[src/rtl/tick_div_ctrl.sv]
// tick_div_ctrl: two-stage programmable tick divider with a limit-update handshake.
// Stage 1 divides F1 by act_lim1 (tick1 pulse, F2 square wave); stage 2 divides
// the stage-1 wraps by act_lim2 (tick2 pulse, F3 square wave). New limit pairs
// are applied directly in IDLE, or held pending in RUN until the next stage-2 wrap.
// Ports:
//   F1         clock, all logic on the rising edge
//   rst_n      synchronous active-low reset
//   en         run enable (1 = count, 0 = idle)
//   cfg_valid  limit pair offered; cfg_lim1/cfg_lim2 requested limits
//   cfg_ready  block can accept a pair
//   cfg_err    one-cycle pulse: accepted pair had a zero limit and was dropped
//   tick1/2    one-cycle pulses at the stage-1 / stage-2 wrap
//   F2/F3      square waves toggling on tick1 / tick2 (data, never used as clocks)
//   busy       high while RUN or PEND
module tick_div_ctrl #(
  parameter int unsigned W        = 26,
  parameter int unsigned LIM1_DEF = 25000000,
  parameter int unsigned LIM2_DEF = 2
) (
  input  logic         F1,
  input  logic         rst_n,
  input  logic         en,
  input  logic         cfg_valid,
  input  logic [W-1:0] cfg_lim1,
  input  logic [W-1:0] cfg_lim2,
  output logic         cfg_ready,
  output logic         cfg_err,
  output logic         tick1,
  output logic         tick2,
  output logic         F2,
  output logic         F3,
  output logic         busy
);

  typedef enum logic [1:0] {
    ST_IDLE = 2'd0,
    ST_RUN  = 2'd1,
    ST_PEND = 2'd2
  } state_e;

  state_e       st_q, st_d;
  logic [W-1:0] cnt1_q, cnt1_d;
  logic [W-1:0] cnt2_q, cnt2_d;
  logic [W-1:0] act1_q, act1_d;
  logic [W-1:0] act2_q, act2_d;
  logic [W-1:0] pend1_q, pend1_d;
  logic [W-1:0] pend2_q, pend2_d;
  logic         tick1_q, tick1_d;
  logic         tick2_q, tick2_d;
  logic         f2_q, f2_d;
  logic         f3_q, f3_d;
  logic         err_q, err_d;
  logic         ready_q, ready_d;
  logic         busy_q, busy_d;

  // Handshake qualification; ready_q is the registered cfg_ready output.
  logic xfer_c, bad_c, good_c;
  logic wrap1_c, wrap2_c;

  assign xfer_c  = cfg_valid & ready_q;
  assign bad_c   = xfer_c & ((cfg_lim1 == '0) | (cfg_lim2 == '0));
  assign good_c  = xfer_c & ~bad_c;
  // Limits are never zero, so act-1 cannot underflow.
  assign wrap1_c = (cnt1_q == act1_q - W'(1));
  assign wrap2_c = wrap1_c & (cnt2_q == act2_q - W'(1));

  // State register and all output/datapath registers.
  always_ff @(posedge F1) begin
    if (!rst_n) begin
      st_q    <= ST_IDLE;
      cnt1_q  <= '0;
      cnt2_q  <= '0;
      act1_q  <= W'(LIM1_DEF);
      act2_q  <= W'(LIM2_DEF);
      pend1_q <= '0;
      pend2_q <= '0;
      tick1_q <= 1'b0;
      tick2_q <= 1'b0;
      f2_q    <= 1'b0;
      f3_q    <= 1'b0;
      err_q   <= 1'b0;
      ready_q <= 1'b0;
      busy_q  <= 1'b0;
    end else begin
      st_q    <= st_d;
      cnt1_q  <= cnt1_d;
      cnt2_q  <= cnt2_d;
      act1_q  <= act1_d;
      act2_q  <= act2_d;
      pend1_q <= pend1_d;
      pend2_q <= pend2_d;
      tick1_q <= tick1_d;
      tick2_q <= tick2_d;
      f2_q    <= f2_d;
      f3_q    <= f3_d;
      err_q   <= err_d;
      ready_q <= ready_d;
      busy_q  <= busy_d;
    end
  end

  // Next-state, counter and output logic.
  always_comb begin
    logic do_count;
    st_d     = st_q;
    cnt1_d   = cnt1_q;
    cnt2_d   = cnt2_q;
    act1_d   = act1_q;
    act2_d   = act2_q;
    pend1_d  = pend1_q;
    pend2_d  = pend2_q;
    tick1_d  = 1'b0;
    tick2_d  = 1'b0;
    f2_d     = f2_q;
    f3_d     = f3_q;
    err_d    = bad_c;
    do_count = 1'b0;

    case (st_q)
      ST_IDLE: begin
        cnt1_d = '0;
        cnt2_d = '0;
        if (good_c) begin
          act1_d = cfg_lim1;
          act2_d = cfg_lim2;
        end
        if (en) st_d = ST_RUN;
      end
      ST_RUN: begin
        if (!en) begin
          st_d   = ST_IDLE;
          cnt1_d = '0;
          cnt2_d = '0;
          // Going idle anyway, so a pair accepted now can take effect at once.
          if (good_c) begin
            act1_d = cfg_lim1;
            act2_d = cfg_lim2;
          end
        end else begin
          do_count = 1'b1;
          // Stored after this edge, so a wrap at this same edge does not apply it.
          if (good_c) begin
            pend1_d = cfg_lim1;
            pend2_d = cfg_lim2;
            st_d    = ST_PEND;
          end
        end
      end
      ST_PEND: begin
        if (!en) begin
          st_d    = ST_IDLE;
          cnt1_d  = '0;
          cnt2_d  = '0;
          act1_d  = pend1_q;
          act2_d  = pend2_q;
          pend1_d = '0;
          pend2_d = '0;
        end else begin
          do_count = 1'b1;
          if (wrap2_c) begin
            act1_d  = pend1_q;
            act2_d  = pend2_q;
            pend1_d = '0;
            pend2_d = '0;
            st_d    = ST_RUN;
          end
        end
      end
      default: begin
        st_d   = ST_IDLE;
        cnt1_d = '0;
        cnt2_d = '0;
      end
    endcase

    // Cascaded divide: stage 2 advances only on a stage-1 wrap.
    if (do_count) begin
      if (wrap1_c) begin
        cnt1_d  = '0;
        tick1_d = 1'b1;
        f2_d    = ~f2_q;
        if (wrap2_c) begin
          cnt2_d  = '0;
          tick2_d = 1'b1;
          f3_d    = ~f3_q;
        end else begin
          cnt2_d = cnt2_q + W'(1);
        end
      end else begin
        cnt1_d = cnt1_q + W'(1);
      end
    end

    ready_d = (st_d != ST_PEND);
    busy_d  = (st_d != ST_IDLE);
  end

  assign cfg_ready = ready_q;
  assign cfg_err   = err_q;
  assign tick1     = tick1_q;
  assign tick2     = tick2_q;
  assign F2        = f2_q;
  assign F3        = f3_q;
  assign busy      = busy_q;

endmodule

[config.mk]
export PLATFORM = sky130hd
export DESIGN_NAME = tick_div_ctrl
export DESIGN_NICKNAME = d
export VERILOG_FILES = /design/src/rtl/tick_div_ctrl.sv
export SDC_FILE = /design/constraint.sdc
export NUM_CORES = 1
export LEC_CHECK = 0
export CAP_MARGIN = 30
export CORE_ASPECT_RATIO = 0.6
export CORE_UTILIZATION = 50
export CTS_CLUSTER_DIAMETER = 40
export CTS_CLUSTER_SIZE = 20
export DETAILED_ROUTE_END_ITERATION = 8
export GPL_ROUTABILITY_DRIVEN = 0
export PLACE_DENSITY = 0.68
export REMOVE_ABC_BUFFERS = 1
export SLEW_MARGIN = 5
export SYNTH_ARGS = -nofsm -noshare
export SYNTH_HDL_FRONTEND = slang
export SYNTH_SLANG_ARGS = --single-unit
[constraint.sdc]
create_clock -name F1 -period 3.5 [get_ports F1]
set_input_delay 0.7 -clock F1 [delete_from_list [all_inputs] [get_ports F1]]
set_output_delay 0.7 -clock F1 [all_outputs]
set_load 0.02 [all_outputs]
# Yosys cells after proc, flatten, opt, wreduce, memory -nomap -nowiden
# Index checks and enable logic that the tools add are counted.
[op_classes]
n_lt_le_gt_ge = 0
mul = 0
n_reduce_logical = 13
shift = 0
muxes = 37
n_div = 0
add_sub_neg = 4
eq_ne = 10
bitwise = 8
[ops]
columns = ["operator", "count"]
rows = [
  ["$mux W26", 23],
  ["$pmux W26 S3", 2],
  ["$pmux W26 S2", 2],
  ["$add A26 B1 Y26 const B", 2],
  ["$eq A26 B26 Y1", 2],
  ["$logic_not A26 Y1", 2],
  ["$sub A26 B1 Y26 const B", 2],
  ["$mux W2", 5],
  ["$reduce_and A3 Y1", 3],
  ["$ne A2 B2 Y1 const B", 4],
  ["$pmux W2 S3", 1],
  ["$and A1 B1 Y1", 4],
  ["$mux W1", 4],
  ["$reduce_and A2 Y1", 2],
  ["$reduce_and A4 Y1", 1],
  ["$reduce_bool A2 Y1", 2],
  ["$ne A3 B2 Y1 const B", 1],
  ["$ne A3 B3 Y1 const B", 1],
  ["$not A1 Y1", 3],
  ["$reduce_bool A3 Y1", 1],
  ["$eq A2 B1 Y1 const B", 1],
  ["$eq A2 B2 Y1 const B", 1],
  ["$logic_not A2 Y1", 1],
  ["$reduce_or A2 Y1", 1],
  ["$or A1 B1 Y1", 1],
]
[totals]
ff_bits = 165
input_bits = 56
elab_cells = 86
output_inout_bits = 7
n_memories = 0
ram_bits = 0
mem_bits_ro = 0
latch_bits = 0

# Depth between registers and ports, before layout
# Gate-level depths: netlist of run 1.
[logic_depth]
word_depth = 9
mapped_depth = 15
ltp_nobuf = 11

# Worst setup path after synthesis of run 1
# Ideal clock, no wire load.
[synth_path]
kind = "register to register"
start = "register act1_q[9]"
end = "register cnt2_q[19]"
period_less_slack_ps = 3721
setup_slack_ps = -221
required_time_ps = 3443
n_path_buf = 3
t_arrival_ps = 3664
path_stages_with_launch = 13
setup_ps = 57
cell_sequence = "dfxtp_1 buf_6 or4_1 or3_1 a2111o_1 a21oi_1 or4b_4 or4_1 or3_1 buf_6 buf_6 o21ai_0 a21o_1"
[synth_between]
elab_chain_len = 6
[synth_lines]
columns = ["item", "line", "rtl"]
rows = [
  ["from (decl)", "44", "logic [W-1:0] act1_q, act1_d;"],
  ["from (signal assigned)", "73", "act1_q <= W'(LIM1_DEF);"],
  ["from (signal assigned)", "88", "act1_q <= act1_d;"],
  ["$sub A26 B1 Y26 *", "64", "assign wrap1_c = (cnt1_q == act1_q - W'(1));"],
  ["$eq A26 B26 Y1 *", "64", ""],
  ["$and A1 B1 Y1", "65", "assign wrap2_c = wrap1_c & (cnt2_q == act2_q - W'(1));"],
  ["$mux W26", "182", "if (wrap2_c) begin"],
  ["$mux W26 *", "178", "if (wrap1_c) begin"],
  ["$mux W26 *", "177", "if (do_count) begin"],
  ["to (signal assigned)", "87", "cnt2_q <= cnt2_d;"],
  ["to (decl)", "43", "logic [W-1:0] cnt2_q, cnt2_d;"],
]
# Every way passes the cells marked *; elsewhere a longest branch is shown, timed or not.
# A chain may end at the register's enable or synchronous reset.

# Worst setup path in the final report of run 1
[layout_path]
start = "register act1_q[9]"
end = "register pend1_q[5]"
[layout_between]
elab_chain_len = 5
[layout_lines]
columns = ["item", "line", "rtl"]
rows = [
  ["$sub A26 B1 Y26", "64", ""],
  ["$eq A26 B26 Y1", "64", ""],
  ["$and A1 B1 Y1", "65", ""],
  ["$ne A3 B3 Y1 (no line)", "-", ""],
  ["$reduce_and A4 Y1 (no line)", "-", ""],
  ["to (signal assigned)", "90", "pend1_q <= pend1_d;"],
  ["to (decl)", "46", "logic [W-1:0] pend1_q, pend1_d;"],
]
# No other way between the ends.

==> results of run 1 <==
## power by group
| part | internal (uW) | switching, uW | leakage, uW |
|---|---|---|---|
| combinational | 340 | 386 | 0.00284 |
| sequential | 1930 | 51.1 | 0.00134 |
| clock | 1290 | 840 | 0.000306 |
## repair_timing
item,CTS,global route
hold buffers,0,0
pin swaps,40,37
buffers inserted,10,7
endpoints found under the setup margin,152,158
cloned,11,5
gates resized for setup,59,42
## cell type report
class,instances,area [sq um]
repair buffers,218,2236
fillers,1307,5185
multi-input cells,770,5644
clock inverters,11,197.7
well taps,234,292.8
flip-flops and latches,165,3304
clock buffers,21,450.4
inverters,25,96.34
## logic make-up (layout without fill, tap and decap cells)
| kind of cell | Yosys count | count (layout) | synth area share |
|---|---|---|---|
| buf+inv | 100 | 275 | 0.04972 |
| xor+xnor | 96 | 96 | 0.09280 |
| compound gates | 274 | 274 | 0.2177 |
| mux | 55 | 55 | 0.06256 |
| flops | 165 | 165 | 0.3646 |
| simple gates | 337 | 337 | 0.2016 |
| fa+ha+maj | 8 | 8 | 0.01105 |
## per-layer routing
| metal | up-vias | global-route usage |
|---|---|---|
| met5 | - | 0 |
| met4 | 0 | 0.09130 |
| met3 | 48 | 0.07868 |
| met2 | 447 | 0.4308 |
| met1 | 4349 | 0.4765 |
| li1 | 4236 | - |
## critical path: stages (launching register included)
cell and delay (ns):
sky130_fd_sc_hd__dfxtp_2 0.32, sky130_fd_sc_hd__or4_4 0.52, sky130_fd_sc_hd__or3_1 0.32, sky130_fd_sc_hd__a2111o_1 0.38, sky130_fd_sc_hd__a21oi_1 0.14, sky130_fd_sc_hd__or4b_4 0.48
sky130_fd_sc_hd__or4_4 0.46, sky130_fd_sc_hd__o211ai_4 0.20, sky130_fd_sc_hd__buf_6 0.15, sky130_fd_sc_hd__a21oi_4 0.08, sky130_fd_sc_hd__buf_12 0.19, sky130_fd_sc_hd__clkbuf_16 0.17
sky130_fd_sc_hd__a22o_1 0.22
## registers in the layout, summed over array words and instances (netlist names)
name / flops
tick2: 1
act2_q: 26
cnt1_q: 26
st_q: 2
F2: 1
cfg_ready: 1
pend2_q: 26
cfg_err: 1
F3: 1
act1_q: 26
tick1: 1
cnt2_q: 26
busy: 1
pend1_q: 26
## cells in the mapped netlist (all sizes together), types with 14 or more instances
| cell type | n |
|---|---|
| inv | 25 |
| nor4 | 31 |
| o21ai | 32 |
| xnor2 | 49 |
| and3 | 14 |
| buf | 18 |
| mux2i | 42 |
| a21oi | 66 |
| a31oi | 14 |
| nand3 | 38 |
| a311oi | 39 |
| nand4 | 24 |
| nand2 | 38 |
| clkbuf | 57 |
| a22o | 53 |
| nor3 | 48 |
| xor2 | 47 |
| dfxtp | 165 |
| nor2 | 73 |
## stage by stage
stage                     worst slack [ns]  cell area, sq um    util
final                              -0.2482             12220  0.7021
after CTS                          -0.1846             11940  0.6858
after detailed placement           -0.4053             10670  0.6129
after global routing               -0.3448             12220  0.7021
after global placement             -0.3157             10670  0.6129
after floorplan                     -3.403              8703       -
## worst min-delay path by stage
stage	start	endpoint	cells after the start
after global routing	pend1_q[16]$_SDFFE_PN0P_	pend1_q[16]$_SDFFE_PN0P_	1
final	cnt1_q[0]$_SDFF_PN0_	cnt1_q[0]$_SDFF_PN0_	1
after CTS	pend1_q[24]$_SDFFE_PN0P_	pend1_q[24]$_SDFFE_PN0P_	1
after global placement	cnt1_q[0]$_SDFF_PN0_	cnt1_q[0]$_SDFF_PN0_	1
after detailed placement	pend1_q[24]$_SDFFE_PN0P_	pend1_q[24]$_SDFFE_PN0P_	1
after floorplan	cnt1_q[0]$_SDFF_PN0_	cnt1_q[0]$_SDFF_PN0_	1
==> impl_metrics.xml, run 1 <==
<?xml version="1.0" encoding="UTF-8"?>
<metrics>
  <group name="clock_network">
    <metric name="cts_root_buf" unit="">sky130_fd_sc_hd__clkbuf_16</metric>
    <metric name="numCtsBuffers" unit="">17</metric>
    <metric name="tritoncts" unit="">yes</metric>
    <metric name="clock_tree_buf_depth" unit="">2</metric>
    <metric name="worst_setup_hold_path_clk_slew" unit="ns">0.07</metric>
    <metric name="htree_num_levels" unit="">4</metric>
    <metric name="worstSkewPairLatency" unit="ns">0.45</metric>
    <metric name="tritoncts_sinks" unit="">165</metric>
  </group>
  <group name="routing">
    <metric name="drc" unit="">0</metric>
    <metric name="routed_wire_length_per_instance" unit="um">20.61</metric>
    <metric name="route.met2.wl" unit="um">11920</metric>
    <metric name="met3_routed_wirelength" unit="um">2966</metric>
    <metric name="totalWireLength" unit="um">29760</metric>
    <metric name="post_drt_via_cell_ratio" unit="">6.288</metric>
    <metric name="highest-signal-layer" unit="">met4</metric>
    <metric name="final_antenna_net_count" unit="">0</metric>
    <metric name="met1_length" unit="um">14370</metric>
    <metric name="via_count" unit="">9080</metric>
    <metric name="initialDrtViolationCount" unit="">991</metric>
    <metric name="detailedRoute.firstPassIterationCount" unit="">8</metric>
  </group>
  <group name="synth">
    <metric name="synthTopCellsByArea" unit="">sky130_fd_sc_hd__dfxtp_1, sky130_fd_sc_hd__a22o_1, sky130_fd_sc_hd__xnor2_1</metric>
    <metric name="post_synth_top_area_share" unit="">0.3646</metric>
    <metric name="ys.warnings.count" unit="">0</metric>
    <metric name="async_flop_share" unit="">0</metric>
    <metric name="postSynth.topFlopCell" unit="">sky130_fd_sc_hd__dfxtp_1</metric>
    <metric name="post_synth_instance_area" unit="sq um">9060</metric>
    <metric name="syn_avg_cell_area" unit="sq um">8.754</metric>
    <metric name="netlist_instances" unit="">1035</metric>
    <metric name="synth_enable_flop_cells" unit="">0</metric>
    <metric name="yosysSeqAreaShare" unit="">0.3646</metric>
    <metric name="area_leader_netlist" unit="">sky130_fd_sc_hd__dfxtp_1</metric>
    <metric name="synth.ff_latch_count" unit="">165</metric>
    <metric name="synth.distinct_cells" unit="">67</metric>
  </group>
  <group name="finish">
    <metric name="finalNetCount" unit="">1261</metric>
    <metric name="antenna-diode-count" unit="">0</metric>
    <metric name="fraction_of_layout_instances_using_a_drive_strength_above_1" unit="">0.2240</metric>
    <metric name="synthToLayoutAreaGrowth" unit="%">34.90</metric>
    <metric name="instances_no_fill" unit="">1444</metric>
    <metric name="mostFrequentLayoutCells" unit="">sky130_fd_sc_hd__dfxtp_1, sky130_fd_sc_hd__buf_4, sky130_fd_sc_hd__nor2_1, sky130_fd_sc_hd__clkdlybuf4s50_1, sky130_fd_sc_hd__a22o_1</metric>
    <metric name="layout.cells.most_common" unit="">sky130_fd_sc_hd__dfxtp_1</metric>
  </group>
  <group name="pwr">
    <metric name="power.density" unit="nW/um^2">396.0</metric>
    <metric name="total_design_power" unit="uW">4839</metric>
    <metric name="cellLeakagePower" unit="uW">0.004491</metric>
    <metric name="power.ir.vdd_worst" unit="uV">343.1</metric>
  </group>
  <group name="sta">
    <metric name="totalNegativeSetupSlack" unit="ns">-17.33</metric>
    <metric name="period_share" unit="">1.071</metric>
    <metric name="timing_hold_violations_final" unit="">0</metric>
    <metric name="max_clock_freq" unit="GHz">0.2668</metric>
    <metric name="final.setup_skew" unit="ns">0.01291</metric>
    <metric name="timing_max_transition_violations_final" unit="">0</metric>
    <metric name="slew_headroom" unit="">0.5557</metric>
    <metric name="timing.hold.ws" unit="ns">0.4792</metric>
    <metric name="period_minus_slack" unit="ns">3.748</metric>
    <metric name="grt_setup_unrepaired" unit="">true</metric>
    <metric name="finalSetupViolCount" unit="">120</metric>
    <metric name="final.setup.worst_slack" unit="ns">-0.2482</metric>
    <metric name="max_slew.worst_pin.slew" unit="ns">0.6665</metric>
  </group>
  <group name="global_routing">
    <metric name="grt_antenna_before_repair" unit="">0</metric>
    <metric name="grt_max_degree" unit="">57</metric>
    <metric name="global_route.usage.total" unit="">0.3149</metric>
    <metric name="overflow" unit="">0</metric>
    <metric name="grt_first_pass_wirelength" unit="um">45480</metric>
    <metric name="first_global_vias" unit="">8275</metric>
  </group>
  <group name="placed_design">
    <metric name="detailed_place_hpwl" unit="um">19100</metric>
    <metric name="number_of_buffers_added_on_ports" unit="">62</metric>
    <metric name="placed_instances" unit="">1380</metric>
  </group>
  <group name="worst_setup_path">
    <metric name="regToRegStartpoint" unit="">act1_q[9]$_SDFFE_PN0P_</metric>
    <metric name="timing.critical_path.from" unit="">act1_q[9]$_SDFFE_PN0P_</metric>
    <metric name="critical_path.reg2reg.endpoint" unit="">pend1_q[5]$_SDFFE_PN0P_</metric>
    <metric name="critical_path_required" unit="ns">3.84</metric>
    <metric name="setup.worst_path.start_class" unit="">flip-flop</metric>
    <metric name="worstPathMaxFanout" unit="">7</metric>
    <metric name="worst_setup_path_end_kind" unit="">flip-flop</metric>
    <metric name="worst_r2r_path_depth" unit="">12</metric>
    <metric name="r2r_slack" unit="ns">-0.25</metric>
    <metric name="critPathKind" unit="">reg -&gt; reg</metric>
    <metric name="endpoint" unit="">pend1_q[5]$_SDFFE_PN0P_</metric>
    <metric name="critical_path_arrival" unit="ns">4.09</metric>
  </group>
  <group name="die">
    <metric name="floorplan.initialDensity" unit="">0.5205</metric>
    <metric name="fp-row-count" unit="">37</metric>
    <metric name="dieWidth" unit="um">175.8</metric>
    <metric name="dieArea" unit="sq um">18680</metric>
    <metric name="num_io_pins" unit="">63</metric>
    <metric name="core_area" unit="sq um">17410</metric>
    <metric name="die_h" unit="um">106.3</metric>
  </group>
  <group name="hold_path">
    <metric name="hold_class" unit="">reg -&gt; reg</metric>
  </group>
  <group name="outcome">
    <metric name="status" unit="">complete, but fails checks</metric>
    <metric name="violations_in_the_final_reports" unit="">setup timing</metric>
  </group>
  <group name="job">
    <metric name="drv.max_cap_violation_count" unit="">0</metric>
  </group>
</metrics>
(Power assumes the default switching activity.)
==> run 2, diff against run 1 <==
--- a/config.mk
+++ b/config.mk
@@ -6,7 +6,7 @@
 export NUM_CORES = 1
 export LEC_CHECK = 0
 export CAP_MARGIN = 30
-export CORE_ASPECT_RATIO = 0.6
+export CORE_ASPECT_RATIO = 1.1
 export CORE_UTILIZATION = 50
 export CTS_CLUSTER_DIAMETER = 40
 export CTS_CLUSTER_SIZE = 20
==> run 2 against run 1 <==
Compared with the run above:
- critical path type unchanged
- critical endpoint is now act1_q[23]$_SDFFE_PN0P_
- die area is essentially flat
- register-to-register slack gained 0.10 ns
- the flow still finishes with violations (setup timing)
- global-route usage shrank 3.0 points
- via count shrank 3.3%
- sequential share of layout area grew 0.35 points
- first-iteration DRC count shrank 39%
- highest routed layer unchanged
- sequential power is essentially flat
- worst hold slack lost 0.0028 ns
- non-clock buffer count shrank 12
==> impl_metrics.xml, run 2 (same netlist as run 1, synthesis figures left out) <==
<?xml version="1.0" encoding="UTF-8"?>
<metrics>
  <group name="outcome">
    <metric name="status" unit="">complete, but fails checks</metric>
    <metric name="violations_in_the_final_reports" unit="">setup timing</metric>
  </group>
  <group name="worst_setup_path">
    <metric name="setup.worst_path.start_class" unit="">flip-flop</metric>
    <metric name="worst_path_largest_cell_delay" unit="ns">0.52</metric>
    <metric name="critical_path.most_common_cell" unit="">sky130_fd_sc_hd__or4_4</metric>
    <metric name="worstPathMaxFanout" unit="">5</metric>
    <metric name="critical-path-slowest-cell" unit="">sky130_fd_sc_hd__or4_4</metric>
    <metric name="worst_setup_path_end_kind" unit="">flip-flop</metric>
    <metric name="critical_path_arrival" unit="ns">3.98</metric>
    <metric name="critical_path_required" unit="ns">3.84</metric>
    <metric name="critPathKind" unit="">reg -&gt; reg</metric>
    <metric name="r2r_slack" unit="ns">-0.14</metric>
    <metric name="cp_cell_sequence" unit="">or4_4 -&gt; or3_1 -&gt; a2111o_1 -&gt; a21oi_2 -&gt; or4b_4 -&gt; or4_4 -&gt; o211ai_4 -&gt; buf_6 -&gt; buf_12 -&gt; clkbuf_16 -&gt; a21oi_1 -&gt; a311oi_1</metric>
    <metric name="crit_family" unit="">simple AND/OR/NAND/NOR gates</metric>
    <metric name="timing.critical_path.buf_inv" unit="">3</metric>
  </group>
  <group name="finish">
    <metric name="multiInputGateArea" unit="sq um">5719</metric>
    <metric name="finalCoreUtilization" unit="">0.6817</metric>
    <metric name="layout.cells.most_common" unit="">sky130_fd_sc_hd__dfxtp_1</metric>
    <metric name="fraction_of_layout_instances_using_a_drive_strength_above_1" unit="">0.2229</metric>
    <metric name="instances_no_fill" unit="">1436</metric>
    <metric name="mostFrequentLayoutCells" unit="">sky130_fd_sc_hd__dfxtp_1, sky130_fd_sc_hd__buf_4, sky130_fd_sc_hd__nor2_1, sky130_fd_sc_hd__clkdlybuf4s50_1, sky130_fd_sc_hd__a21oi_1</metric>
    <metric name="synthToLayoutAreaGrowth" unit="%">33.48</metric>
    <metric name="antenna-diode-count" unit="">0</metric>
    <metric name="layout.area.seq" unit="sq um">3312</metric>
    <metric name="num-fill-cells" unit="">1414</metric>
    <metric name="finalNetCount" unit="">1249</metric>
    <metric name="finish.instance_area" unit="sq um">12090</metric>
  </group>
  <group name="routing">
    <metric name="totalWireLength" unit="um">27280</metric>
    <metric name="final_antenna_net_count" unit="">0</metric>
    <metric name="via_count" unit="">8776</metric>
    <metric name="initialDrtViolationCount" unit="">609</metric>
    <metric name="post_drt_via_cell_ratio" unit="">6.111</metric>
    <metric name="detailedRoute.firstPassIterationCount" unit="">6</metric>
    <metric name="drc" unit="">0</metric>
    <metric name="routed_wire_length_per_instance" unit="um">19.00</metric>
  </group>
  <group name="hold_path">
    <metric name="hold_class" unit="">reg -&gt; reg</metric>
  </group>
  <group name="pwr">
    <metric name="seq_power_share" unit="">0.432</metric>
    <metric name="power.ir.vdd_worst" unit="uV">315.8</metric>
    <metric name="swShare" unit="">0.2703</metric>
    <metric name="pwr-share-clk" unit="">0.414</metric>
    <metric name="power.density" unit="nW/um^2">379.4</metric>
    <metric name="cellLeakagePower" unit="uW">0.004418</metric>
    <metric name="switching_power_of_the_nets" unit="uW">1240</metric>
    <metric name="power.combinational.fraction" unit="">0.155</metric>
    <metric name="internal_power_contribution" unit="uW">3348</metric>
  </group>
  <group name="sta">
    <metric name="max_clock_freq" unit="GHz">0.2744</metric>
    <metric name="final.setup.worst_slack" unit="ns">-0.1445</metric>
    <metric name="timing_max_transition_violations_final" unit="">0</metric>
    <metric name="slew_headroom" unit="">0.5128</metric>
    <metric name="finalSetupViolCount" unit="">106</metric>
    <metric name="timing_hold_violations_final" unit="">0</metric>
    <metric name="grt_setup_unrepaired" unit="">true</metric>
    <metric name="final.setup_skew" unit="ns">0.01148</metric>
    <metric name="period_share" unit="">1.041</metric>
    <metric name="period_minus_slack" unit="ns">3.645</metric>
    <metric name="totalNegativeSetupSlack" unit="ns">-8.058</metric>
    <metric name="max_slew.worst_pin.slew" unit="ns">0.7285</metric>
  </group>
  <group name="clock_network">
    <metric name="cts_root_buf" unit="">sky130_fd_sc_hd__clkbuf_16</metric>
    <metric name="numCtsBuffers" unit="">17</metric>
    <metric name="clock_tree_buf_depth" unit="">2</metric>
    <metric name="tritoncts" unit="">yes</metric>
    <metric name="worst_setup_hold_path_clk_slew" unit="ns">0.06</metric>
    <metric name="tritoncts_sinks" unit="">165</metric>
    <metric name="cts-hold-fix-buffers" unit="">0</metric>
    <metric name="htree_num_levels" unit="">4</metric>
    <metric name="worstSkewPairLatency" unit="ns">0.44</metric>
  </group>
  <group name="global_routing">
    <metric name="grt_first_pass_wirelength" unit="um">41110</metric>
    <metric name="global_route.usage.total" unit="">0.2852</metric>
    <metric name="grt_max_degree" unit="">68</metric>
    <metric name="grt_antenna_before_repair" unit="">0</metric>
    <metric name="first_global_vias" unit="">8045</metric>
    <metric name="overflow" unit="">0</metric>
  </group>
  <group name="die">
    <metric name="fp-row-count" unit="">51</metric>
    <metric name="floorplan.initialDensity" unit="">0.5107</metric>
    <metric name="die_h" unit="um">143.2</metric>
    <metric name="core_area" unit="sq um">17740</metric>
    <metric name="dieWidth" unit="um">130.3</metric>
    <metric name="dieArea" unit="sq um">18660</metric>
    <metric name="num_io_pins" unit="">63</metric>
  </group>
  <group name="placed_design">
    <metric name="detailed_place.area" unit="sq um">10630</metric>
    <metric name="number_of_buffers_added_on_ports" unit="">62</metric>
    <metric name="detailed_place_hpwl" unit="um">17680</metric>
    <metric name="placed_instances" unit="">1378</metric>
  </group>
  <group name="job">
    <metric name="drv.max_cap_violation_count" unit="">0</metric>
  </group>
</metrics>
==> run 2: changes by cell type in the layout (fill, tap and decap cells not counted), moves of 4 or more <==
cell | previous run | this run
sky130_fd_sc_hd__a21oi_1 | 51 | 59
sky130_fd_sc_hd__inv_6 | 1 | 5
sky130_fd_sc_hd__buf_4 | 123 | 112
sky130_fd_sc_hd__a21oi_2 | 13 | 6
==> run 2: cell type report <==
class                      instances  share of cell area
tap                              238             0.02463
timing repair buffer             206              0.1722
inverter                          25            0.007760
multi-input combinational        770              0.4729
sequential                       165              0.2739
clock inverter                    13             0.01200
clock buffer                      19             0.03663
==> run 2: through the flow <==
stage | total power [uW] | hold slack (ns) | worst slack, ns
2_1_floorplan | 2339 | 0.4399 | -3.403
3_3_place_gp | 2653 | 0.4556 | -0.2986
3_5_place_dp | 2662 | 0.4598 | -0.3705
4_1_cts | 4555 | 0.4816 | -0.09062
5_1_grt | 4756 | 0.4881 | -0.2354
6_report | 4588 | 0.4764 | -0.1445
==> run 2: worst reg2reg max path: stages, from the launching register on <==
cell and delay [ns]:
sky130_fd_sc_hd__dfxtp_2 0.32, sky130_fd_sc_hd__or4_4 0.52, sky130_fd_sc_hd__or3_1 0.31, sky130_fd_sc_hd__a2111o_1 0.40
sky130_fd_sc_hd__a21oi_2 0.12, sky130_fd_sc_hd__or4b_4 0.47, sky130_fd_sc_hd__or4_4 0.45, sky130_fd_sc_hd__o211ai_4 0.21
sky130_fd_sc_hd__buf_6 0.15, sky130_fd_sc_hd__buf_12 0.13, sky130_fd_sc_hd__clkbuf_16 0.15, sky130_fd_sc_hd__a21oi_1 0.06
sky130_fd_sc_hd__a311oi_1 0.25
==> run 2: worst paths after layout <==
check,from,cells after the start,endpoint
min reg2reg,pend1_q[19]$_SDFFE_PN0P_,1,pend1_q[19]$_SDFFE_PN0P_
max,act1_q[12]$_SDFFE_PN1P_,12,act1_q[23]$_SDFFE_PN0P_
min,pend1_q[19]$_SDFFE_PN0P_,1,pend1_q[19]$_SDFFE_PN0P_
max reg2reg,act1_q[12]$_SDFFE_PN1P_,12,act1_q[23]$_SDFFE_PN0P_
==> run 2: timing repair <==
item,CTS,global route
gates resized for setup,35,70
cloned,7,8
pin swaps,27,52
endpoints found under the hold margin,0,0
setup endpoints to repair,155,160
buffers inserted,6,7
==> run 2: routing by layer <==
| layer | up-vias | share of wire | track usage | routed length (um) |
|---|---|---|---|---|
| li1 | 4205 | - | - | - |
| met1 | 4242 | 0.43 | 0.3614 | 11720 |
| met2 | 262 | 0.49 | 0.4871 | 13340 |
| met3 | 67 | 0.046 | 0.04196 | 1257 |
| met4 | 0 | 0.035 | 0.1047 | 958 |
| met5 | - | 0 | 0 | 0 |
==> run 2: power groups by stage <==
stage	clock network, uW	logic [uW]	registers [uW]
after detailed placement	0	644	2020
after floorplan	0	312	2030
after global placement	0	636	2020
after CTS	1920	662	1980
final	1900	709	1980
after global routing	2010	762	1990
